File: src/rtl/gol_pkg.sv
// gol_pkg: shared definitions for the Game of Life sequencer.
//   BOARD_W     - board size in bits; cell (r,c) lives at bit r*8+c
//   gol_state_t - controller states
//   cell_idx    - maps a row/column pair to its board bit index
package gol_pkg;

  localparam int BOARD_W = 64;
  localparam int BOARD_N = 8;   // rows == columns

  typedef enum logic [1:0] {
    IDLE  = 2'd0,
    RUN   = 2'd1,
    PAUSE = 2'd2,
    DONE  = 2'd3
  } gol_state_t;

  function automatic int unsigned cell_idx(input int unsigned r, input int unsigned c);
    return r * BOARD_N + c;
  endfunction

endpackage

File: src/rtl/gol_sequencer_if.sv
// gol_sequencer_if: control, board and status signals between the
// switch/button top level (master) and the sequencer (slave).
//   load/seed_in          - reload the board and clear counters/flags
//   run/halt/step         - free-run, pause, single generation
//   max_gens/tick_period  - generation limit (0 = none), cycles per advance - 1
//   cur_board/next_board  - board to the datapath, its next generation back
//   gen_count, busy, done, extinct, still, period2 - status
interface gol_sequencer_if
  import gol_pkg::*;
#(
  parameter int GEN_W = 16,
  parameter int DIV_W = 24
);
  logic               load;
  logic [BOARD_W-1:0] seed_in;
  logic               run;
  logic               halt;
  logic               step;
  logic [GEN_W-1:0]   max_gens;
  logic [DIV_W-1:0]   tick_period;
  logic [BOARD_W-1:0] cur_board;
  logic [BOARD_W-1:0] next_board;
  logic [GEN_W-1:0]   gen_count;
  logic               busy;
  logic               done;
  logic               extinct;
  logic               still;
  logic               period2;

  modport master (
    output load, seed_in, run, halt, step, max_gens, tick_period, next_board,
    input  cur_board, gen_count, busy, done, extinct, still, period2
  );

  modport slave (
    input  load, seed_in, run, halt, step, max_gens, tick_period, next_board,
    output cur_board, gen_count, busy, done, extinct, still, period2
  );
endinterface

File: src/rtl/gol_tick_div.sv
// gol_tick_div: advance-rate divider.
//   clk, reset   - clock, asynchronous active-low reset
//   i_clear      - synchronous clear back to 0 (takes priority over counting)
//   i_period     - tick fires while the count equals this value
//   o_tick       - count has reached i_period this cycle
module gol_tick_div #(
  parameter int DIV_W = 24
) (
  input  logic             clk,
  input  logic             reset,
  input  logic             i_clear,
  input  logic [DIV_W-1:0] i_period,
  output logic             o_tick
);
  logic [DIV_W-1:0] r_count;

  always_ff @(posedge clk or negedge reset) begin
    if (!reset)       r_count <= '0;
    else if (i_clear) r_count <= '0;
    else              r_count <= r_count + DIV_W'(1);
  end

  assign o_tick = (r_count == i_period);
endmodule

File: src/rtl/gol_sequencer.sv
// gol_sequencer: owns the 8x8 board register and sequences the external
// next-generation datapath: seed load, free-run at a programmable rate,
// pause, single step, generation limit, and extinction / still-life /
// period-2 detection.
//   clk, reset - clock, asynchronous active-low reset
//   bus        - gol_sequencer_if slave modport (controls in, board/status out)
module gol_sequencer
  import gol_pkg::*;
#(
  parameter int GEN_W = 16,
  parameter int DIV_W = 24
) (
  input logic              clk,
  input logic              reset,
  gol_sequencer_if.slave   bus
);
  gol_state_t         r_state, w_state_next;
  logic [BOARD_W-1:0] r_cur_board, r_prev_board;
  logic [GEN_W-1:0]   r_gen_count;
  logic               r_extinct, r_still, r_period2;

  logic               w_tick, w_div_clear, w_advance;
  logic               w_still_new, w_extinct_new, w_period2_new, w_limit_hit, w_terminal;
  logic [GEN_W-1:0]   w_gen_inc, w_gen_sat;

  // The divider only counts while genuinely free-running; every other
  // situation (including the advancing cycle itself) restarts it at 0.
  assign w_div_clear = (r_state != RUN) || bus.load || bus.halt || w_tick;

  gol_tick_div #(.DIV_W(DIV_W)) u_tick_div (
    .clk      (clk),
    .reset    (reset),
    .i_clear  (w_div_clear),
    .i_period (bus.tick_period),
    .o_tick   (w_tick)
  );

  assign w_still_new   = (bus.next_board == r_cur_board);
  assign w_extinct_new = (bus.next_board == '0);
  assign w_period2_new = (bus.next_board == r_prev_board) && !w_still_new;
  // Limit uses the wrapping increment, so a limit already passed only fires
  // again after the counter comes back around (or never, once saturated).
  assign w_gen_inc     = r_gen_count + GEN_W'(1);
  assign w_gen_sat     = (&r_gen_count) ? r_gen_count : w_gen_inc;
  assign w_limit_hit   = (bus.max_gens != '0) && (w_gen_inc == bus.max_gens);
  assign w_terminal    = w_still_new || w_extinct_new || w_limit_hit;

  always_ff @(posedge clk or negedge reset) begin
    if (!reset) r_state <= IDLE;
    else        r_state <= w_state_next;
  end

  always_comb begin
    w_state_next = r_state;
    w_advance    = 1'b0;
    if (bus.load) begin
      w_state_next = IDLE;
    end else begin
      case (r_state)
        IDLE, PAUSE: begin
          if (bus.halt) begin
            w_state_next = r_state;
          end else if (bus.run) begin
            w_state_next = RUN;
          end else if (bus.step) begin
            w_advance = 1'b1;
          end
        end
        RUN: begin
          if (bus.halt)        w_state_next = PAUSE;
          else if (w_tick)     w_advance    = 1'b1;
        end
        DONE:    w_state_next = DONE;
        default: w_state_next = IDLE;
      endcase
      if (w_advance && w_terminal) w_state_next = DONE;
    end
  end

  always_ff @(posedge clk or negedge reset) begin
    if (!reset) begin
      r_cur_board  <= '0;
      r_prev_board <= '0;
      r_gen_count  <= '0;
      r_extinct    <= 1'b0;
      r_still      <= 1'b0;
      r_period2    <= 1'b0;
    end else if (bus.load) begin
      r_cur_board  <= bus.seed_in;
      r_prev_board <= '0;
      r_gen_count  <= '0;
      r_extinct    <= 1'b0;
      r_still      <= 1'b0;
      r_period2    <= 1'b0;
    end else if (w_advance) begin
      r_prev_board <= r_cur_board;
      r_cur_board  <= bus.next_board;
      r_gen_count  <= w_gen_sat;
      r_extinct    <= w_extinct_new;
      r_still      <= w_still_new;
      r_period2    <= w_period2_new;
    end
  end

  assign bus.cur_board = r_cur_board;
  assign bus.gen_count = r_gen_count;
  assign bus.busy      = (r_state == RUN);
  assign bus.done      = (r_state == DONE);
  assign bus.extinct   = r_extinct;
  assign bus.still     = r_still;
  assign bus.period2   = r_period2;
endmodule
File: src/flat_wrapper.sv
// flat-port wrapper written by rule: the top's interface ports become plain ports
module gol_sequencer_flat import gol_pkg::*;
#(
  parameter int GEN_W = 16,
  parameter int DIV_W = 24
)
  (clk, reset, bus_load, bus_seed_in, bus_run, bus_halt, bus_step, bus_max_gens, bus_tick_period, bus_next_board, bus_cur_board, bus_gen_count, bus_busy, bus_done, bus_extinct, bus_still, bus_period2);
  gol_sequencer_if #(.GEN_W(GEN_W), .DIV_W(DIV_W)) bus_i ();
  input logic clk;
  input logic reset;
  input wire logic [$bits(bus_i.load)-1:0] bus_load;
  input wire logic [$bits(bus_i.seed_in)-1:0] bus_seed_in;
  input wire logic [$bits(bus_i.run)-1:0] bus_run;
  input wire logic [$bits(bus_i.halt)-1:0] bus_halt;
  input wire logic [$bits(bus_i.step)-1:0] bus_step;
  input wire logic [$bits(bus_i.max_gens)-1:0] bus_max_gens;
  input wire logic [$bits(bus_i.tick_period)-1:0] bus_tick_period;
  input wire logic [$bits(bus_i.next_board)-1:0] bus_next_board;
  output wire logic [$bits(bus_i.cur_board)-1:0] bus_cur_board;
  output wire logic [$bits(bus_i.gen_count)-1:0] bus_gen_count;
  output wire logic [$bits(bus_i.busy)-1:0] bus_busy;
  output wire logic [$bits(bus_i.done)-1:0] bus_done;
  output wire logic [$bits(bus_i.extinct)-1:0] bus_extinct;
  output wire logic [$bits(bus_i.still)-1:0] bus_still;
  output wire logic [$bits(bus_i.period2)-1:0] bus_period2;
  assign bus_i.load = bus_load;
  assign bus_i.seed_in = bus_seed_in;
  assign bus_i.run = bus_run;
  assign bus_i.halt = bus_halt;
  assign bus_i.step = bus_step;
  assign bus_i.max_gens = bus_max_gens;
  assign bus_i.tick_period = bus_tick_period;
  assign bus_i.next_board = bus_next_board;
  assign bus_cur_board = bus_i.cur_board;
  assign bus_gen_count = bus_i.gen_count;
  assign bus_busy = bus_i.busy;
  assign bus_done = bus_i.done;
  assign bus_extinct = bus_i.extinct;
  assign bus_still = bus_i.still;
  assign bus_period2 = bus_i.period2;
  gol_sequencer #(.GEN_W(GEN_W), .DIV_W(DIV_W)) u_core (.clk(clk), .reset(reset), .bus(bus_i));
endmodule
File: config.mk
export PLATFORM = sky130hd
export DESIGN_NAME = gol_sequencer_flat
export DESIGN_NICKNAME = d
export VERILOG_FILES = /design/src/rtl/gol_pkg.sv /design/src/rtl/gol_sequencer_if.sv /design/src/rtl/gol_tick_div.sv /design/src/rtl/gol_sequencer.sv /design/src/flat_wrapper.sv
export SDC_FILE = /design/constraint.sdc
export NUM_CORES = 1
export LEC_CHECK = 0
export BUFFER_PORTS_ARGS = -buffer_cell sky130_fd_sc_hd__clkbuf_2
export CAP_MARGIN = 30
export CORE_ASPECT_RATIO = 1.75
export CORE_MARGIN = 5
export CORE_UTILIZATION = 39
export CTS_BUF_LIST = sky130_fd_sc_hd__clkbuf_16
export DETAILED_ROUTE_END_ITERATION = 7
export MAX_ROUTING_LAYER = met4
export PLACE_DENSITY = 0.65
export SETUP_SLACK_MARGIN = 0.15
export SLEW_MARGIN = 0
export SYNTH_ARGS = -nofsm -noshare
export SYNTH_HDL_FRONTEND = slang
export SYNTH_SLANG_ARGS = --single-unit
File: constraint.sdc
create_clock -name clk -period 2.45 [get_ports clk]
set_input_delay 0.3675 -clock clk [delete_from_list [all_inputs] [get_ports clk]]
set_output_delay 0.3675 -clock clk [all_outputs]
set_load 0.02 [all_outputs]
==> run_summary.xml <==
<?xml version="1.0" encoding="UTF-8"?>
<metrics>
  <group name="layout">
    <metric name="multiInputGateArea" unit="sq mm">0.00530</metric>
    <metric name="final_util" unit="%">51.6</metric>
    <metric name="n_antenna_cell" unit="">0</metric>
    <metric name="final_cell_count_no_fill" unit="">1647</metric>
    <metric name="final.fill_count" unit="">2375</metric>
    <metric name="finalNetCount" unit="">1494</metric>
    <metric name="layout_area_overhead" unit="%">31.4</metric>
    <metric name="regArea" unit="sq mm">0.00434</metric>
    <metric name="drive_gt1_share" unit="%">32.5</metric>
  </group>
  <group name="yosys">
    <metric name="syn_std_cell_area" unit="sq mm">0.00986</metric>
    <metric name="ys_flop_type" unit="">sky130_fd_sc_hd__dfrtp_1</metric>
    <metric name="syn-num-nets" unit="">1165</metric>
    <metric name="yosysMostFrequentCell" unit="">sky130_fd_sc_hd__dfrtp_1</metric>
    <metric name="synth_async_sr_flop_share" unit="%">100</metric>
    <metric name="post_synth.cell_area_avg" unit="sq um">9.97</metric>
    <metric name="yosys-top-cells-area" unit="">sky130_fd_sc_hd__dfrtp_1, sky130_fd_sc_hd__xnor2_1, sky130_fd_sc_hd__xor2_1</metric>
    <metric name="synth_top_area_share" unit="%">43.9</metric>
    <metric name="ys_top_cells_by_count" unit="">sky130_fd_sc_hd__dfrtp_1, sky130_fd_sc_hd__xnor2_1, sky130_fd_sc_hd__nand2_1</metric>
    <metric name="post-synth-top-area-cell" unit="">sky130_fd_sc_hd__dfrtp_1</metric>
    <metric name="synth_cell_types" unit="">52</metric>
    <metric name="ys.warnings.count" unit="">0</metric>
    <metric name="postSynthCellCount" unit="">989</metric>
    <metric name="synth_seq_area_share" unit="%">43.9</metric>
    <metric name="ys_ff_latch" unit="">173</metric>
    <metric name="synth_edf_count" unit="">0</metric>
  </group>
  <group name="sta">
    <metric name="clock_skew" unit="ns">0.00908</metric>
    <metric name="finalMaxSlewViolations" unit="">0</metric>
    <metric name="finalSetupViolCount" unit="">0</metric>
    <metric name="achievable-frequency" unit="MHz">422</metric>
    <metric name="worst_pin_slew" unit="ns">0.562</metric>
    <metric name="grt_setup_unrepaired" unit="">true</metric>
    <metric name="period_minus_slack" unit="ns">2.37</metric>
    <metric name="setup_tns" unit="ns">0</metric>
    <metric name="maxSlewHeadroom" unit="%">62.2</metric>
    <metric name="timing.final.crit_share" unit="%">96.8</metric>
    <metric name="whs" unit="ns">0.129</metric>
    <metric name="report.final.hold_viol_count" unit="">0</metric>
  </group>
  <group name="critical_path">
    <metric name="critical_path_type" unit="">reg -&gt; reg</metric>
    <metric name="worstSetupEndpointType" unit="">flip-flop</metric>
    <metric name="critical_path_required" unit="ns">2.83</metric>
    <metric name="worst-path-max-fanout" unit="">66</metric>
    <metric name="worst_setup_path_start_kind" unit="">flip-flop</metric>
    <metric name="critical_path_arrival" unit="ns">2.75</metric>
  </group>
  <group name="global_routing">
    <metric name="grt_max_degree" unit="">96</metric>
    <metric name="grt_first_pass_wirelength" unit="um">54700</metric>
    <metric name="grt_use_total" unit="%">26.3</metric>
    <metric name="number_of_global_route_vias_before_repair" unit="">9499</metric>
    <metric name="grt_antenna_before_repair" unit="">0</metric>
    <metric name="gr-total-overflow" unit="">0</metric>
  </group>
  <group name="detailed_routing">
    <metric name="drt.antenna.violating_nets" unit="">0</metric>
    <metric name="detail_route.wl_per_cell" unit="um">22.3</metric>
    <metric name="finalWirelength" unit="um">36700</metric>
    <metric name="drc" unit="">0</metric>
    <metric name="detailroute.via_count" unit="">9116</metric>
    <metric name="drt_iter0_drc" unit="">488</metric>
    <metric name="drt_pre_antenna_iters" unit="">5</metric>
    <metric name="route.detailed.vias_per_inst" unit="">5.53</metric>
  </group>
  <group name="clocking">
    <metric name="cts_root_buffer" unit="">sky130_fd_sc_hd__clkbuf_16</metric>
    <metric name="cts_max_level" unit="">4</metric>
    <metric name="cts.path.max_buffers" unit="">2</metric>
    <metric name="worstSkewPairLatency" unit="ns">0.44</metric>
    <metric name="number_of_buffers_created_by_cts" unit="">17</metric>
    <metric name="path_clk_slew" unit="ns">0.07</metric>
    <metric name="tritoncts_num_sinks" unit="">173</metric>
    <metric name="cts_tree" unit="">yes</metric>
  </group>
  <group name="floorplan">
    <metric name="die_area" unit="sq mm">0.0287</metric>
    <metric name="core" unit="sq mm">0.0251</metric>
    <metric name="io-pin-count" unit="">259</metric>
    <metric name="rows" unit="">77</metric>
    <metric name="fp.dieW" unit="um">130</metric>
    <metric name="floorplan.initialDensity" unit="%">39.2</metric>
    <metric name="die_height" unit="um">220</metric>
  </group>
  <group name="min_path">
    <metric name="worst_hold_path_type" unit="">in -&gt; reg</metric>
  </group>
  <group name="place">
    <metric name="io_buffer_count" unit="">258</metric>
    <metric name="detailed_place_hpwl" unit="um">28800</metric>
    <metric name="dp_cells" unit="">1607</metric>
    <metric name="routabilityCongestion" unit="">0.998</metric>
  </group>
  <group name="run">
    <metric name="max_cap_viols" unit="">0</metric>
  </group>
  <group name="pwr">
    <metric name="peakVddDrop" unit="uV">423</metric>
    <metric name="post-layout-total-power" unit="W">0.00739</metric>
    <metric name="power_per_cell_area" unit="mW/mm^2">570</metric>
    <metric name="power.static_leakage" unit="nW">6.28</metric>
  </group>
  <group name="run_status">
    <metric name="status" unit="">complete, no violations</metric>
  </group>
</metrics>
stage by stage:
stage,area (sq um),worst slack (ns)
after floorplan,9880,0.202
after global placement,12200,-0.136
after detailed placement,12200,-0.168
after CTS,12900,0.146
after global routing,13000,0.0131
final,13000,0.0788
sequential cells by signal (all words and copies together), names as in the netlist:
register and cells:
u_core.bus.cur_board 64, u_core.bus.extinct 1, u_core.bus.period2 1, u_core.bus.gen_count 16
u_core.r_state 2, u_core.r_prev_board 64, u_core.bus.still 1, u_core.u_tick_div.r_count 24
area by class of cell:
| cell class | count | area share, % |
|---|---|---|
| clock buffer | 17 | 3.28 |
| clock inverter | 15 | 1.26 |
| inverter | 27 | 0.782 |
| multi-input combinational | 734 | 40.9 |
| sequential | 173 | 33.4 |
| tap | 316 | 3.05 |
| timing repair buffer | 365 | 17.3 |
per-layer routing:
metal | up-vias | track usage (%) | part of all wire, %
met5 | - | - | 0
met4 | 0 | 15.8 | 6.3
li1 | 4182 | - | -
met1 | 4493 | 27.7 | 36
met3 | 106 | 4.13 | 5.1
met2 | 335 | 45.5 | 53
path summary, 6_finish.rpt:
kind | startpoint | to | slack, ns | cells past startpoint
setup / recovery | u_core.u_tick_div.r_count[9] | u_core.r_prev_board[19] | 0.08 | 9
hold / removal | bus_seed_in[62] | u_core.bus.cur_board[62] | 0.13 | 3
setup reg to reg | u_core.u_tick_div.r_count[9] | u_core.r_prev_board[19] | 0.08 | 9
hold reg to reg | u_core.bus.period2 | u_core.bus.period2 | 0.50 | 2
max in group asynchronous | reset | u_core.bus.cur_board[19] | 1.32 | 3
min in group asynchronous | reset | u_core.bus.gen_count[8] | 0.44 | 2
cells by family after synthesis:
group	synth area share [%]
AO/OA/AOI/OAI	13.1
XOR/XNOR	16.9
multiplexers	5.68
adder cells (fa/ha/maj)	0.254
AND/OR/NAND/NOR	16.1
buffers and inverters	4.15
flip-flops	43.9
critical path, cell delays in order (launching register included):
cell and delay, ns:
sky130_fd_sc_hd__dfrtp_1 0.43, sky130_fd_sc_hd__xor2_1 0.19, sky130_fd_sc_hd__nor4_2 0.28, sky130_fd_sc_hd__nand4_1 0.13, sky130_fd_sc_hd__buf_4 0.18, sky130_fd_sc_hd__nor2_1 0.22, sky130_fd_sc_hd__a21oi_1 0.13, sky130_fd_sc_hd__nor3_2 0.17
sky130_fd_sc_hd__clkbuf_16 0.34, sky130_fd_sc_hd__a22o_1 0.19
placed cells by master, fill, tap and decap left out, drive strengths merged, types with 2 or more instances in the layout:
master    netlist  routed
buf            30     107
xor2           78      78
nor3           15      15
clkinv          0       4
nor3b           3       3
ha              2       2
a21oi          15      15
nor2b          10      10
inv            27      32
nor2           63      63
o31a            1       2
and3            8       8
a221oi          6       6
a2111oi         2       2
o22ai           8       8
nand3          15      15
clkinvlp        0       4
xnor2         112     112
nor4           51      51
and4            4       4
and2            2       2
bufinv          0       2
dfrtp         173     173
o2111ai         2       2
a22o           67      67
o21ai          72      72
nand2          83      83
clkbuf         26     274
nand4          42      42
o2bb2ai         3       3
mux2i          56      56
power by group:
part	internal [W]	switching [W]	total, W
Clock	0.00152	0.00126	0.00278
Combinational	0.000596	0.000864	0.00146
Sequential	0.00299	0.000156	0.00315
Total	0.00511	0.00228	0.00739
repair_timing:
item	in CTS	in global routing
hold buffers	1	0
gates resized for setup	10	20
gates cloned	1	0
setup endpoints to repair	122	141
pin swaps	9	12
endpoints found under the hold margin	46	0
buffers inserted	6	0
Power figures use the tool's default switching activity.
